**config.mk**
```make
export PLATFORM = sky130hd
export DESIGN_NAME = apb_data_sync
export DESIGN_NICKNAME = d
export VERILOG_FILES = /design/src/rtl/apb_sync_pkg.sv /design/src/rtl/sync_chain.sv /design/src/rtl/apb_data_sync.sv
export SDC_FILE = /design/constraint.sdc
export NUM_CORES = 1
export LEC_CHECK = 0
export BUFFER_PORTS_ARGS = -buffer_cell sky130_fd_sc_hd__buf_2
export CORE_ASPECT_RATIO = 0.7
export CORE_MARGIN = 2
export CORE_UTILIZATION = 52
export DETAILED_ROUTE_END_ITERATION = 8
export PLACE_DENSITY = 0.81
export SLEW_MARGIN = 20
export SYNTH_ARGS = -nofsm -noshare
export SYNTH_HDL_FRONTEND = slang
export SYNTH_SLANG_ARGS = --single-unit
```
**constraint.sdc**
```tcl
create_clock -name Destination_CLK -period 3 [get_ports Destination_CLK]
set_clock_uncertainty 0.15 [all_clocks]
set_input_delay 0.15 -clock Destination_CLK [delete_from_list [all_inputs] [get_ports Destination_CLK]]
set_output_delay 0.15 -clock Destination_CLK [all_outputs]
set_load 0.01 [all_outputs]
```
**src/rtl/apb_sync_pkg.sv**
```systemverilog
// Shared definitions for the destination-domain bus synchronizer.
package apb_sync_pkg;
   typedef enum logic [1:0] {
      IDLE  = 2'b00,
      VALID = 2'b01,
      ACK   = 2'b10
   } sync_state_t;

   localparam int NUM_STAGES_MIN = 2;
endpackage

```
**src/rtl/sync_chain.sv**
```systemverilog
// Plain flop chain used to bring a single-bit level into Destination_CLK.
module sync_chain
   import apb_sync_pkg::*;
#(
   parameter int NUM_STAGES = 2
) (
   input  logic Destination_CLK,
   input  logic RST,
   input  logic d,
   output logic q
);

   logic [NUM_STAGES-1:0] ff;

   if (NUM_STAGES < NUM_STAGES_MIN) begin : g_stage_check
      $error("sync_chain: NUM_STAGES below minimum");
   end

   always_ff @(posedge Destination_CLK or negedge RST) begin
      if (!RST) ff <= '0;
      else      ff <= {ff[NUM_STAGES-2:0], d};
   end

   assign q = ff[NUM_STAGES-1];

endmodule

```
**src/rtl/apb_data_sync.sv**
```systemverilog
// Destination-side bus synchronizer: captures the source bus on a synced
// enable edge, hands it downstream with valid/ready, and returns a 4-phase ack.
//
// state | meaning
// IDLE  | waiting for a rising edge on the synchronized enable
// VALID | word held in Sync_bus, waiting for downstream Out_ready
// ACK   | Ack high, waiting for the source to drop its enable
module apb_data_sync
   import apb_sync_pkg::*;
#(
   parameter int BUS_WIDTH  = 8,
   parameter int NUM_STAGES = 2,
   parameter int CNT_WIDTH  = 8
) (
   input  logic                 Destination_CLK,
   input  logic                 RST,
   input  logic [BUS_WIDTH-1:0] Unsync_bus,
   input  logic                 Bus_enable,
   output logic [BUS_WIDTH-1:0] Sync_bus,
   output logic                 Enable_pulse,
   output logic                 Out_valid,
   input  logic                 Out_ready,
   output logic                 Ack,
   output logic                 Proto_err,
   output logic [CNT_WIDTH-1:0] Xfer_cnt
);

   sync_state_t          state_q, state_d;
   logic                 en_sync, en_prev, rise, fall;
   logic [BUS_WIDTH-1:0] bus_d;
   logic [CNT_WIDTH-1:0] cnt_d;
   logic                 pulse_d, valid_d, ack_d, err_d;

   sync_chain #(.NUM_STAGES(NUM_STAGES)) u_en_sync (
      .Destination_CLK (Destination_CLK),
      .RST             (RST),
      .d               (Bus_enable),
      .q               (en_sync)
   );

   assign rise = en_sync & ~en_prev;
   assign fall = ~en_sync & en_prev;

   always_comb begin
      state_d = state_q;
      bus_d   = Sync_bus;
      cnt_d   = Xfer_cnt;
      pulse_d = 1'b0;
      valid_d = Out_valid;
      ack_d   = Ack;
      // The source withdrawing its request before the ack is a violation,
      // but the captured word is still delivered.
      err_d   = Proto_err | ((state_q == VALID) & fall);
      case (state_q)
         IDLE: begin
            if (rise) begin
               bus_d   = Unsync_bus;
               valid_d = 1'b1;
               pulse_d = 1'b1;
               state_d = VALID;
            end
         end
         VALID: begin
            if (Out_valid && Out_ready) begin
               valid_d = 1'b0;
               ack_d   = 1'b1;
               cnt_d   = Xfer_cnt + CNT_WIDTH'(1);
               state_d = ACK;
            end
         end
         ACK: begin
            if (!en_sync) begin
               ack_d   = 1'b0;
               state_d = IDLE;
            end
         end
         default: begin
            valid_d = 1'b0;
            ack_d   = 1'b0;
            state_d = IDLE;
         end
      endcase
   end

   always_ff @(posedge Destination_CLK or negedge RST) begin
      if (!RST) begin
         state_q      <= IDLE;
         en_prev      <= 1'b0;
         Sync_bus     <= '0;
         Enable_pulse <= 1'b0;
         Out_valid    <= 1'b0;
         Ack          <= 1'b0;
         Proto_err    <= 1'b0;
         Xfer_cnt     <= '0;
      end else begin
         state_q      <= state_d;
         en_prev      <= en_sync;
         Sync_bus     <= bus_d;
         Enable_pulse <= pulse_d;
         Out_valid    <= valid_d;
         Ack          <= ack_d;
         Proto_err    <= err_d;
         Xfer_cnt     <= cnt_d;
      end
   end

endmodule

```
Word level (Yosys, flattened, before mapping)
Index checks and enable logic that the tools add are counted.
{ "totals": {"reg_bits": 25, "latchBits": 0, "ramBits": 0, "romBits": 0, "output_inout_bits": 20, "elab_cells": 42, "memories": 0} }
{ "op_classes": {"n_addsub": 1, "multipliers": 0, "n_div": 0, "magnitude_cmp": 0, "eq_ne": 5, "n_shift": 0, "n_mux": 12, "bitwise_logic": 8, "n_reduce_logical": 7} }
{ "op_table": {"columns": ["operator", "n"], "rows": [
  ["3-bit AND reduction", 3],
  ["8-bit by 1-bit adder with 8-bit output, second input constant", 1],
  ["1-bit two-way mux", 6],
  ["2-bit two-way mux", 3],
  ["1-bit case mux with 3 select lines", 2],
  ["2-bit case mux with 3 select lines", 1],
  ["2-bit != test, second input constant", 2],
  ["1-bit NOT", 4],
  ["2-bit AND reduction", 2],
  ["1-bit bitwise AND", 3],
  ["2-bit by 1-bit == test with 1-bit output, second input constant", 1],
  ["2-bit == test, second input constant", 1],
  ["2-bit zero test", 1],
  ["2-bit by 1-bit != test with 1-bit output, second input constant", 1],
  ["1-bit logical AND", 1],
  ["1-bit OR", 1]
]} }

Depth between registers and ports, before layout
{ "logic_depth": {"depth_word": 4, "depth_mapped": 4} }

Modules after synthesis
Synthesis repeated with hierarchy kept, for this count alone.
{ "unflattened": {"cells_unflattened": 69, "area_unflattened_um2": 1017.2} }
{ "modules_own_cells": {"columns": ["module", "instances", "cells_each", "area_each_um2", "seq_area_each_um2"], "rows": [
  ["apb_data_sync", 1, 67, 967.2, 575.6],
  ["sync_chain", 1, 2, 50.0, 50.0]
]} }

Worst setup path before layout
No wires, ideal clock.
{ "synth_path": {"path_type": "reg2reg", "start": "register state_q[0]", "end": "register Sync_bus[1]", "setup_ns": 0.125, "arrival_time_ns": 1.208, "required_time_ns": 2.725, "slack_ns": 1.517, "stages_incl_launch_ff": 5, "path_buffers": 1, "period_less_slack_ns": 1.483, "cell_sequence": "dfrtp_1 -> nand2b_4 -> nor3_2 -> buf_6 -> mux2_4"} }
{ "synth_between": {"elab_chain_len": 2} }
{ "synth_lines": {"columns": ["item", "line_no", "text"], "rows": [
  ["start, declared", "apb_data_sync.sv:28", "sync_state_t state_q, state_d;"],
  ["start signal, assigned", "apb_data_sync.sv:96", "state_q <= state_d;"],
  ["2-bit zero test", "apb_data_sync.sv:54", "case (state_q)"],
  ["2-bit AND reduction (no line)", null, null],
  ["end signal, assigned", "apb_data_sync.sv:98", "Sync_bus <= bus_d;"],
  ["end, declared", "apb_data_sync.sv:19", "output logic [BUS_WIDTH-1:0] Sync_bus,"]
]} }
No other way between the ends.
A chain may end at the register's enable or synchronous reset.

Worst setup path in the final report
{ "layout_path": {"start": "register state_q[0]", "end": "register Sync_bus[0]"} }
Same word-level chain as after synthesis.

==> summary.txt <==
Outcome
  – Status: finished clean

Placement
  – Placer Congestion: 0.7202
  – Pre-CTS setup slack: 0.9440 ns
  – Buffers on Ports: 31
  – DP HPWL: 1.238 mm
  – Placed Area: 1189 sq um

Timing
  – Period utilisation layout: 68.76%
  – Final hold violation count: 0
  – TNS Setup: 0 ns
  – Setup slack after layout: 0.9373 ns
  – Final setup fails: 0
  – Final min period: 2.063 ns
  – RSZ-0062 raised after global routing: false
  – Slew margin rel.: 32.80%
  – Final Max Slew Viols: 0
  – Max Freq: 484.8 MHz
  – Slew @ Worst Pin: 1.003 ns

Layout
  – Layout area overhead: 29.27%
  – Design Area, Final: 1315 sq um
  – Final Core Density: 70.92%
  – Layout Nets: 127
  – Commonest non-fill, non-tap cell in the layout: buf_2
  – Layout cell share with drive strength beyond 1: 43.36%
  – Most frequent cells in the layout: buf_2 (31), dfrtp_1 (25), dlygate4sd3_1 (10)
  – Antenna Cells: 0

Worst setup path
  – Critical path launch point type: register
  – Worst EP arrival: 2.12 ns
  – Crit. End Element: register
  – Setup CP Type: reg -> reg
  – Critical path fanouts, max: 11
  – Critical path required time: 3.06 ns

Route
  – Antenna-violating nets left: 0
  – DRT Pass-1 Iters: 4
  – WL per Instance: 14.27 microns
  – Vias per cell: 5.148
  – Number of DRC markers in iteration 0: 11
  – Drt total wl: 1.926 mm
  – Drt drc: 0
  – DR vias: 695

Die
  – Row Count: 13
  – Die Span X: 56.87 microns
  – Die Y: 41.01 microns
  – Initial Util: 54.86%
  – IO Count: 32
  – Die ar.: 2332 sq um
  – Core Box Area: 1854 sq um

Global route
  – Antenna violations before repair: 0
  – Gr usage total: 18.06%
  – First-pass GRT wire length: 2.884 mm
  – Number of global-route vias before repair: 585
  – Largest net degree at the start of global routing: 26
  – Total grt overflow: 0

Flow run
  – Max-Cap Viols: 0

Clock tree
  – CTS tree: built
  – Worst-Skew Late Latency: 0.32 ns
  – CTS H-tree lvls: 1
  – CTS Buf Count: 3
  – Cts repair resizes: 0
  – # Post-CTS Setup Buffers: 0
  – CTS clock-pin slew for the worst setup and hold paths: 0.12 ns
  – Root buf cell: clkbuf_4
  – Quantity of hold-fixing buffers added after cts: 10
  – Clock sinks: 25
  – Deepest clock path buffer count: 2

Synthesis
  – Synth warnings: 0
  – Syn Nets: 82
  – Synth Cell Area: 1017 sq um
  – Synth unique cells: 23
  – Seq/Total Area, Yosys: 61.50%
  – Syn Area/Cell: 14.74 sq um
  – Synthesized flop and latch total: 25
  – Mapped Cells: 69

Power
  – Pwr Total: 1.073 mW
  – Peak VDD IR: 0.6921 mV
  – Power per cell area: 815.8 nW/um^2
  – Leak: 0.6928 nW

Worst hold path
  – Min-delay worst type: in -> reg
==> report_power, final <==
part | leakage, nW | switching (mW) | total (mW) | internal (mW)
sequential | 0.308 | 0.0955 | 0.543 | 0.447
combinational | 0.370 | 0.169 | 0.385 | 0.216
clock | 0.0150 | 0.0928 | 0.145 | 0.0520
==> per-stage QoR <==
stage,cells,hold WS (ns)
floorplan,69,-0.2956
detailed placement,121,0.01094
global route,135,0.05200
finish,135,0.05244
global placement,121,0.005075
CTS,135,0.04587
==> path summary, 6_finish.rpt <==
check / start / end / slack, ns / cells after the start
worst min register to register: u_en_sync.ff[0] / u_en_sync.ff[1] / 0.22 / 0
min in group asynchronous: RST / Xfer_cnt[6] / 0.20 / 2
worst max register to register: state_q[0] / Sync_bus[0] / 0.94 / 3
worst max-delay path: state_q[0] / Sync_bus[0] / 0.94 / 3
max in group asynchronous: RST / state_q[0] / 2.13 / 2
worst min-delay path: Out_ready / state_q[0] / 0.05 / 3
==> metal layers <==
metal	share of wire [%]	track usage (%)	wire length [microns]	up-vias
li1	-	-	-	325
met1	41	21.30	789	342
met2	51	31.10	988	22
met3	5.8	7.256	111	6
met4	1.9	6.977	36	0
met5	0	0	0	-
==> synth_stat cells <==
master | number | area, sq um
ha_1 | 1 | 12.51
xnor2_1 | 3 | 26.28
nor3_1 | 2 | 10.01
buf_6 | 1 | 11.26
nor3_2 | 1 | 10.01
nand2b_4 | 1 | 13.76
and4b_2 | 1 | 11.26
dfrtp_1 | 25 | 625.6
xor2_1 | 4 | 35.03
a31o_2 | 1 | 8.760
nand2_1 | 7 | 26.28
nor4_4 | 1 | 21.27
nand4_1 | 1 | 6.260
a21oi_1 | 1 | 5.000
nand4b_4 | 1 | 23.77
inv_1 | 2 | 7.510
nand3_1 | 2 | 10.01
mux2_4 | 7 | 105.1
a21o_1 | 1 | 7.510
nor2_1 | 2 | 7.510
mux2_2 | 1 | 11.26
o21ai_0 | 2 | 10.01
a41o_2 | 1 | 11.26
==> layout make-up <==
cell class	instances	area, sq um
multi-input combinational	41	372.9
clock buffer	4	26.28
inverter	2	7.507
fill	152	539.3
timing repair buffer	41	255.2
tap	22	27.53
sequential	25	625.6
==> kinds of logic (layout without fill, tap and decap cells) <==
group | count (synthesis) | after routing | share of synthesized area [%]
adder cells (fa/ha/maj) | 1 | 1 | 1.230
AND/OR/NAND/NOR | 19 | 19 | 13.78
AO/OA/AOI/OAI | 6 | 6 | 4.182
flip-flops | 25 | 25 | 61.50
XOR/XNOR | 7 | 7 | 6.027
buffers and inverters | 3 | 47 | 1.845
multiplexers | 8 | 8 | 11.44
==> state kept, by name, summed over array words and instances (netlist names) <==
signal        cells
Proto_err         1
Xfer_cnt          8
Ack               1
state_q           2
Out_valid         1
Enable_pulse      1
u_en_sync.ff      2
en_prev           1
Sync_bus          8
==> worst max-delay path: stages (launching register included) <==
cell and delay [ns]:
dfrtp_1 0.47, nand2b_4 0.18, nor3_2 0.76, mux2_2 0.41
Power figures use the tool's default switching activity.
